`src/rtl/fetch_prefetch_queue_if.sv`:
```
// Fetch front-end bundle: decode redirect, IF/ID handshake and instruction-memory port.
// master = prefetch queue, slave = surrounding pipeline/memory.
interface fetch_prefetch_queue_if #(
    parameter int unsigned PC_WIDTH   = 12,
    parameter int unsigned INST_WIDTH = 19
);
    logic                  redirect;
    logic [PC_WIDTH-1:0]   redirectPc;
    logic                  take;
    logic                  imReq;
    logic [PC_WIDTH-1:0]   imAddr;
    logic                  imValid;
    logic [INST_WIDTH-1:0] imData;
    logic                  instValid;
    logic [INST_WIDTH-1:0] instruction;
    logic [PC_WIDTH-1:0]   pcOut;

    modport master (
        input  redirect, redirectPc, take, imValid, imData,
        output imReq, imAddr, instValid, instruction, pcOut
    );

    modport slave (
        output redirect, redirectPc, take, imValid, imData,
        input  imReq, imAddr, instValid, instruction, pcOut
    );
endinterface

```
`src/rtl/fetch_prefetch_queue.sv`:
```
// Sequential instruction prefetcher: issues in-order memory requests, queues responses with
// their return PC, presents the head to IF/ID and flushes on a control-flow redirect.
module fetch_prefetch_queue #(
    parameter int unsigned DEPTH      = 4,
    parameter int unsigned PC_WIDTH   = 12,
    parameter int unsigned INST_WIDTH = 19
) (
    input logic                   clk,
    input logic                   rst,
    fetch_prefetch_queue_if.master bus
);
    localparam int unsigned CW = $clog2(DEPTH + 1);
    localparam int unsigned PW = $clog2(DEPTH);
    localparam logic [CW:0] DepthW = DEPTH[CW:0];

    logic [PC_WIDTH-1:0]   fetch_pc_q, fetch_pc_d;
    logic [PC_WIDTH-1:0]   resp_pc_q, resp_pc_d;
    logic [CW-1:0]         count_q, count_d;
    logic [CW-1:0]         outst_q, outst_d;
    logic [CW-1:0]         drop_q, drop_d;
    logic [PW-1:0]         rd_ptr_q, rd_ptr_d;
    logic [PW-1:0]         wr_ptr_q, wr_ptr_d;
    logic [INST_WIDTH-1:0] data_q [DEPTH];
    // Entries hold PC + 1 so pcOut is a plain read and reads 0 out of reset.
    logic [PC_WIDTH-1:0]   ret_q  [DEPTH];

    logic          issue, push, pop;
    logic [CW:0]   occupancy;

    always_comb begin
        occupancy = {1'b0, count_q} + {1'b0, outst_q};
        issue     = ~rst & ~bus.redirect & (occupancy < DepthW);
        push      = bus.imValid & ~bus.redirect & (drop_q == '0);
        pop       = bus.take & (count_q != '0) & ~bus.redirect;

        fetch_pc_d = fetch_pc_q;
        resp_pc_d  = resp_pc_q;
        count_d    = count_q + CW'(push) - CW'(pop);
        outst_d    = outst_q + CW'(issue) - CW'(bus.imValid);
        drop_d     = drop_q;
        rd_ptr_d   = pop  ? rd_ptr_q + PW'(1) : rd_ptr_q;
        wr_ptr_d   = push ? wr_ptr_q + PW'(1) : wr_ptr_q;

        if (issue) fetch_pc_d = fetch_pc_q + PC_WIDTH'(1);
        if (push)  resp_pc_d  = resp_pc_q + PC_WIDTH'(1);
        if (bus.imValid && !bus.redirect && drop_q != '0) drop_d = drop_q - CW'(1);

        if (bus.redirect) begin
            // Every request still in flight (already-stale ones included) becomes stale.
            drop_d     = outst_q - CW'(bus.imValid);
            fetch_pc_d = bus.redirectPc;
            resp_pc_d  = bus.redirectPc;
            count_d    = '0;
            wr_ptr_d   = rd_ptr_q;
        end
    end

    always_ff @(posedge clk or posedge rst) begin
        if (rst) begin
            fetch_pc_q <= '0;
            resp_pc_q  <= '0;
            count_q    <= '0;
            outst_q    <= '0;
            drop_q     <= '0;
            rd_ptr_q   <= '0;
            wr_ptr_q   <= '0;
            for (int i = 0; i < int'(DEPTH); i++) begin
                data_q[i] <= '0;
                ret_q[i]  <= '0;
            end
        end else begin
            fetch_pc_q <= fetch_pc_d;
            resp_pc_q  <= resp_pc_d;
            count_q    <= count_d;
            outst_q    <= outst_d;
            drop_q     <= drop_d;
            rd_ptr_q   <= rd_ptr_d;
            wr_ptr_q   <= wr_ptr_d;
            if (push) begin
                data_q[wr_ptr_q] <= bus.imData;
                ret_q[wr_ptr_q]  <= resp_pc_q + PC_WIDTH'(1);
            end
        end
    end

    assign bus.imReq       = issue;
    assign bus.imAddr      = fetch_pc_q;
    assign bus.instValid   = (count_q != '0);
    assign bus.instruction = data_q[rd_ptr_q];
    assign bus.pcOut       = ret_q[rd_ptr_q];
endmodule

```
`src/flat_wrapper.sv`:
```
// flat-port wrapper written by rule: the top's interface ports become plain ports
module fetch_prefetch_queue_flat 
#(
    parameter int unsigned DEPTH      = 4,
    parameter int unsigned PC_WIDTH   = 12,
    parameter int unsigned INST_WIDTH = 19
)
  (clk, rst, bus_redirect, bus_redirectPc, bus_take, bus_imValid, bus_imData, bus_imReq, bus_imAddr, bus_instValid, bus_instruction, bus_pcOut);
  fetch_prefetch_queue_if #(.PC_WIDTH(PC_WIDTH), .INST_WIDTH(INST_WIDTH)) bus_i ();
  input logic clk;
  input logic rst;
  input wire logic [$bits(bus_i.redirect)-1:0] bus_redirect;
  input wire logic [$bits(bus_i.redirectPc)-1:0] bus_redirectPc;
  input wire logic [$bits(bus_i.take)-1:0] bus_take;
  input wire logic [$bits(bus_i.imValid)-1:0] bus_imValid;
  input wire logic [$bits(bus_i.imData)-1:0] bus_imData;
  output wire logic [$bits(bus_i.imReq)-1:0] bus_imReq;
  output wire logic [$bits(bus_i.imAddr)-1:0] bus_imAddr;
  output wire logic [$bits(bus_i.instValid)-1:0] bus_instValid;
  output wire logic [$bits(bus_i.instruction)-1:0] bus_instruction;
  output wire logic [$bits(bus_i.pcOut)-1:0] bus_pcOut;
  assign bus_i.redirect = bus_redirect;
  assign bus_i.redirectPc = bus_redirectPc;
  assign bus_i.take = bus_take;
  assign bus_i.imValid = bus_imValid;
  assign bus_i.imData = bus_imData;
  assign bus_imReq = bus_i.imReq;
  assign bus_imAddr = bus_i.imAddr;
  assign bus_instValid = bus_i.instValid;
  assign bus_instruction = bus_i.instruction;
  assign bus_pcOut = bus_i.pcOut;
  fetch_prefetch_queue #(.DEPTH(DEPTH), .PC_WIDTH(PC_WIDTH), .INST_WIDTH(INST_WIDTH)) u_core (.clk(clk), .rst(rst), .bus(bus_i));
endmodule
```
`config.mk`:
```
export PLATFORM = sky130hd
export DESIGN_NAME = fetch_prefetch_queue_flat
export DESIGN_NICKNAME = d
export VERILOG_FILES = /design/src/rtl/fetch_prefetch_queue_if.sv /design/src/rtl/fetch_prefetch_queue.sv /design/src/flat_wrapper.sv
export SDC_FILE = /design/constraint.sdc
export NUM_CORES = 1
export LEC_CHECK = 0
export CORE_MARGIN = 2
export CORE_UTILIZATION = 30
export DETAILED_ROUTE_END_ITERATION = 6
export MAX_ROUTING_LAYER = met4
export SYNTH_ARGS = -nofsm -noshare
export SYNTH_HDL_FRONTEND = slang
export SYNTH_SLANG_ARGS = --single-unit
```
`constraint.sdc`:
```
create_clock -name clk -period 6.78 [get_ports clk]
set_clock_uncertainty 0.2 [all_clocks]
set_input_delay 2.034 -clock clk [delete_from_list [all_inputs] [get_ports clk]]
set_output_delay 2.034 -clock clk [all_outputs]
set_load 0.05 [all_outputs]
```
==> flow_summary.yaml <==
route:
  viasPerCell: 4.72
  drt_pass1_iterations: 6
  first_iter_violations: 219
  num_vias: 4709
  wl_per_cell_um: 16.2
  drc: 0
  drt_wl_total_um: 16200
  ant_nets: 0
worst_setup_path:
  worst-path-buf-inv: 3
  start_kind: "input port"
  crit_fanout: 5
  endpoint_kind: "primary output"
  crit_path_top_delay_cell: "clkdlybuf4s50_1"
  criticalPathCategory: "input port to primary output"
  max_stage_delay_ns: 0.51
  crit_arrival_ns: 3.45
  worstPathCellList: "clkdlybuf4s50_1, nor4_4, nand3_1, inv_1, buf_12"
  timing.critical_path.required_ns: 4.55
  cp_top_family: "buffers and inverters"
pwr:
  ir_drop_uv: 256
  power_density_nw_per_um2: 484
  p_leak_uw: 0.00401
floorplan:
  die_h_um: 162
  core_area_um2: 24500
  start_util_pct: 30.7
  io_pins: 81
  die_w_um: 162
  dieArea_um2: 26300
  placementRows: 57
synthesis:
  netlist-cell-type-count: 40
  synthCells: 585
  yosysSeqAreaShare_pct: 53.7
  ys.warnings.count: 0
  syn_nets: 639
  syn-cell-area_um2: 7510
  synth_area_per_cell_um2: 12.8
  synth-seq-cells: 161
global_route:
  grt_use_total_pct: 13.5
  antenna_found_initial: 0
  overflow: 0
  grt_max_degree: 114
  grt_pass1_vias: 4979
  grt_pass1_wl_um: 26600
clock_network:
  postCtsHoldBufs: 0
  ctsResizeCount: 0
  clockRootBuffer: "clkbuf_16"
  cts_tree: "yes"
  clk_latency_ns: 0.43
  post_cts_buffers: 0
  clk_pin_slew_ns: 0.06
  numCtsBuffers: 17
  htree_levels: 4
  cts_buffer_depth: 2
  cts.sinks: 161
place:
  place_congestion: 0.751
  io_buffers: 80
  hpwl_um: 10600
  pre_cts_ws_ns: 1.05
cells_and_area:
  syn_to_final_growth_pct: 22.8
  drive_gt1_share_pct: 24.5
  diodes: 0
  layout.nets: 715
  nFillCells: 2352
min_path:
  hp-class: "flip-flop to flip-flop"
timing:
  final_max_slew_viol_count: 0
  finalHoldViolations: 0
  worst_slack_ns: 1.09
  totalNegativeSetupSlack_ns: 0
  whs_ns: 0.275
  relSlewSlack_pct: 30.7
  min_period_ns: 5.69
  rsz0062_at_grt: "false"
  fin_crit_sh_pct: 83.9
  setup_viol: 0
  worst_pin_slew_ns: 1.04
  fmax_mhz: 176
outcome:
  status: "complete, no violations"
job:
  drv_cap: 0
-- flip-flops by register name (all words and copies together) (netlist names) --
name,flops
u_core.wr_ptr_q,2
u_core.count_q,3
u_core.rd_ptr_q,2
u_core.outst_q,3
u_core.ret_q,48
u_core.bus.imAddr,12
u_core.drop_q,3
u_core.data_q,76
u_core.resp_pc_q,12
-- cell usage in the layout (no fill, tap or decap), drive strengths merged, types with 4 or more instances in the layout --
master,count
o21ai,52
nor2,15
mux2,86
clkbuf,22
a31oi,6
a21oi,8
buf,12
nand4,6
nor3,6
nand3,11
xor2,9
inv,19
or3,5
mux4,31
nand2,61
xnor2,25
o31a,5
ha,16
dfrtp,161
clkinv,6
nor4,6
clkdlybuf4s50,79
nand2b,4
-- routing by layer --
layer | global-route usage (%) | vias up | routed length [µm]
met2 | 20.7 | 75 | 7830
li1 | - | 2237 | -
met5 | - | - | 0
met3 | 2.78 | 21 | 483
met4 | 4.79 | 0 | 237
met1 | 17.7 | 2376 | 7650
-- cells in the mapped netlist --
master | count | area [µm²]
inv_1 | 19 | 71.3
nor4b_1 | 1 | 8.76
nor4_4 | 1 | 21.3
nand4_2 | 3 | 37.5
nor2_1 | 15 | 56.3
o41a_1 | 1 | 11.3
nand2_1 | 61 | 229
nor4bb_1 | 1 | 10.0
or4_1 | 1 | 7.51
and3_1 | 1 | 6.26
dfrtp_1 | 161 | 4030
o31a_2 | 1 | 10.0
xor2_1 | 9 | 78.8
nor2b_1 | 1 | 6.26
buf_1 | 2 | 7.51
xnor2_1 | 25 | 219
and4_1 | 1 | 8.76
nand2b_1 | 4 | 25.0
o21ai_0 | 52 | 260
mux4_2 | 31 | 698
nand4_1 | 3 | 18.8
and2_1 | 1 | 6.26
o31ai_1 | 1 | 7.51
nor3_1 | 6 | 30.0
mux2_2 | 86 | 968
a21boi_0 | 3 | 22.5
ha_1 | 16 | 200
nand3b_1 | 1 | 7.51
o31a_1 | 4 | 35.0
or3_1 | 5 | 31.3
nand3_1 | 11 | 55.1
and3b_1 | 1 | 8.76
a31oi_1 | 6 | 37.5
clkbuf_1 | 20 | 75.1
a311o_1 | 1 | 10.0
buf_2 | 12 | 60.1
fa_1 | 2 | 40.0
mux2i_1 | 2 | 20.0
nor4_1 | 5 | 31.3
a21oi_1 | 8 | 40.0
-- through the flow --
stage               std cells  cell area [µm²]  power, µW  utilization (%)
floorplan                 585             7510       3010                -
global placement          966             8670       3560             35.4
detailed placement        966             8670       3600             35.4
CTS                       998             9220       4520             37.7
global route              998             9220       4730             37.7
finish                    998             9220       4460             37.7
-- worst paths after layout --
check	endpoint	start	cells after the start	slack (ns)
worst max-delay path	bus_imReq	rst	5	1.09
max in group asynchronous	u_core.data_q[43]$_DFFE_PP0P_	rst	3	3.29
worst min register to register	u_core.ret_q[16]$_DFFE_PP0P_	u_core.ret_q[16]$_DFFE_PP0P_	2	0.27
worst max register to register	u_core.ret_q[1]$_DFFE_PP0P_	u_core.drop_q[0]$_DFFE_PP0P_	6	3.88
worst min-delay path	u_core.ret_q[16]$_DFFE_PP0P_	u_core.ret_q[16]$_DFFE_PP0P_	2	0.27
min in group asynchronous	u_core.outst_q[0]$_DFF_PP0_	rst	2	2.10
-- where the power goes --
group          internal [µW]  leakage, µW  switching, µW
registers               1350      0.00207            278
clock network            522     0.000266            381
logic                    868      0.00168           1060
total                   2740      0.00401           1720
-- layout make-up --
type / instances / area [µm²] / share of cell area [%]
sequential: 161 / 4030 / 43.7
multi-input combinational: 371 / 3260 / 35.4
timing repair buffer: 91 / 893 / 9.69
clock buffer: 22 / 464 / 5.03
tap: 324 / 405 / 4.40
clock inverter: 10 / 86.3 / 0.936
inverter: 19 / 76.3 / 0.828
-- logic make-up after synthesis --
family | Yosys count | synth area share [%]
flops | 161 | 53.7
simple gates | 123 | 8.07
mux | 119 | 22.5
compound gates | 77 | 5.78
buf+inv | 53 | 2.85
xor+xnor | 34 | 3.97
fa+ha+maj | 18 | 3.20
-- worst min-delay path: cells and delay by family, from the launching register on --
kind	cells	cell delay (ns)
AOI/OAI and AO/OA	1	0.06
DFF	1	0.34
and+or+nand+nor	1	0.04
Note: power is estimated with default switching activity, not from simulation.
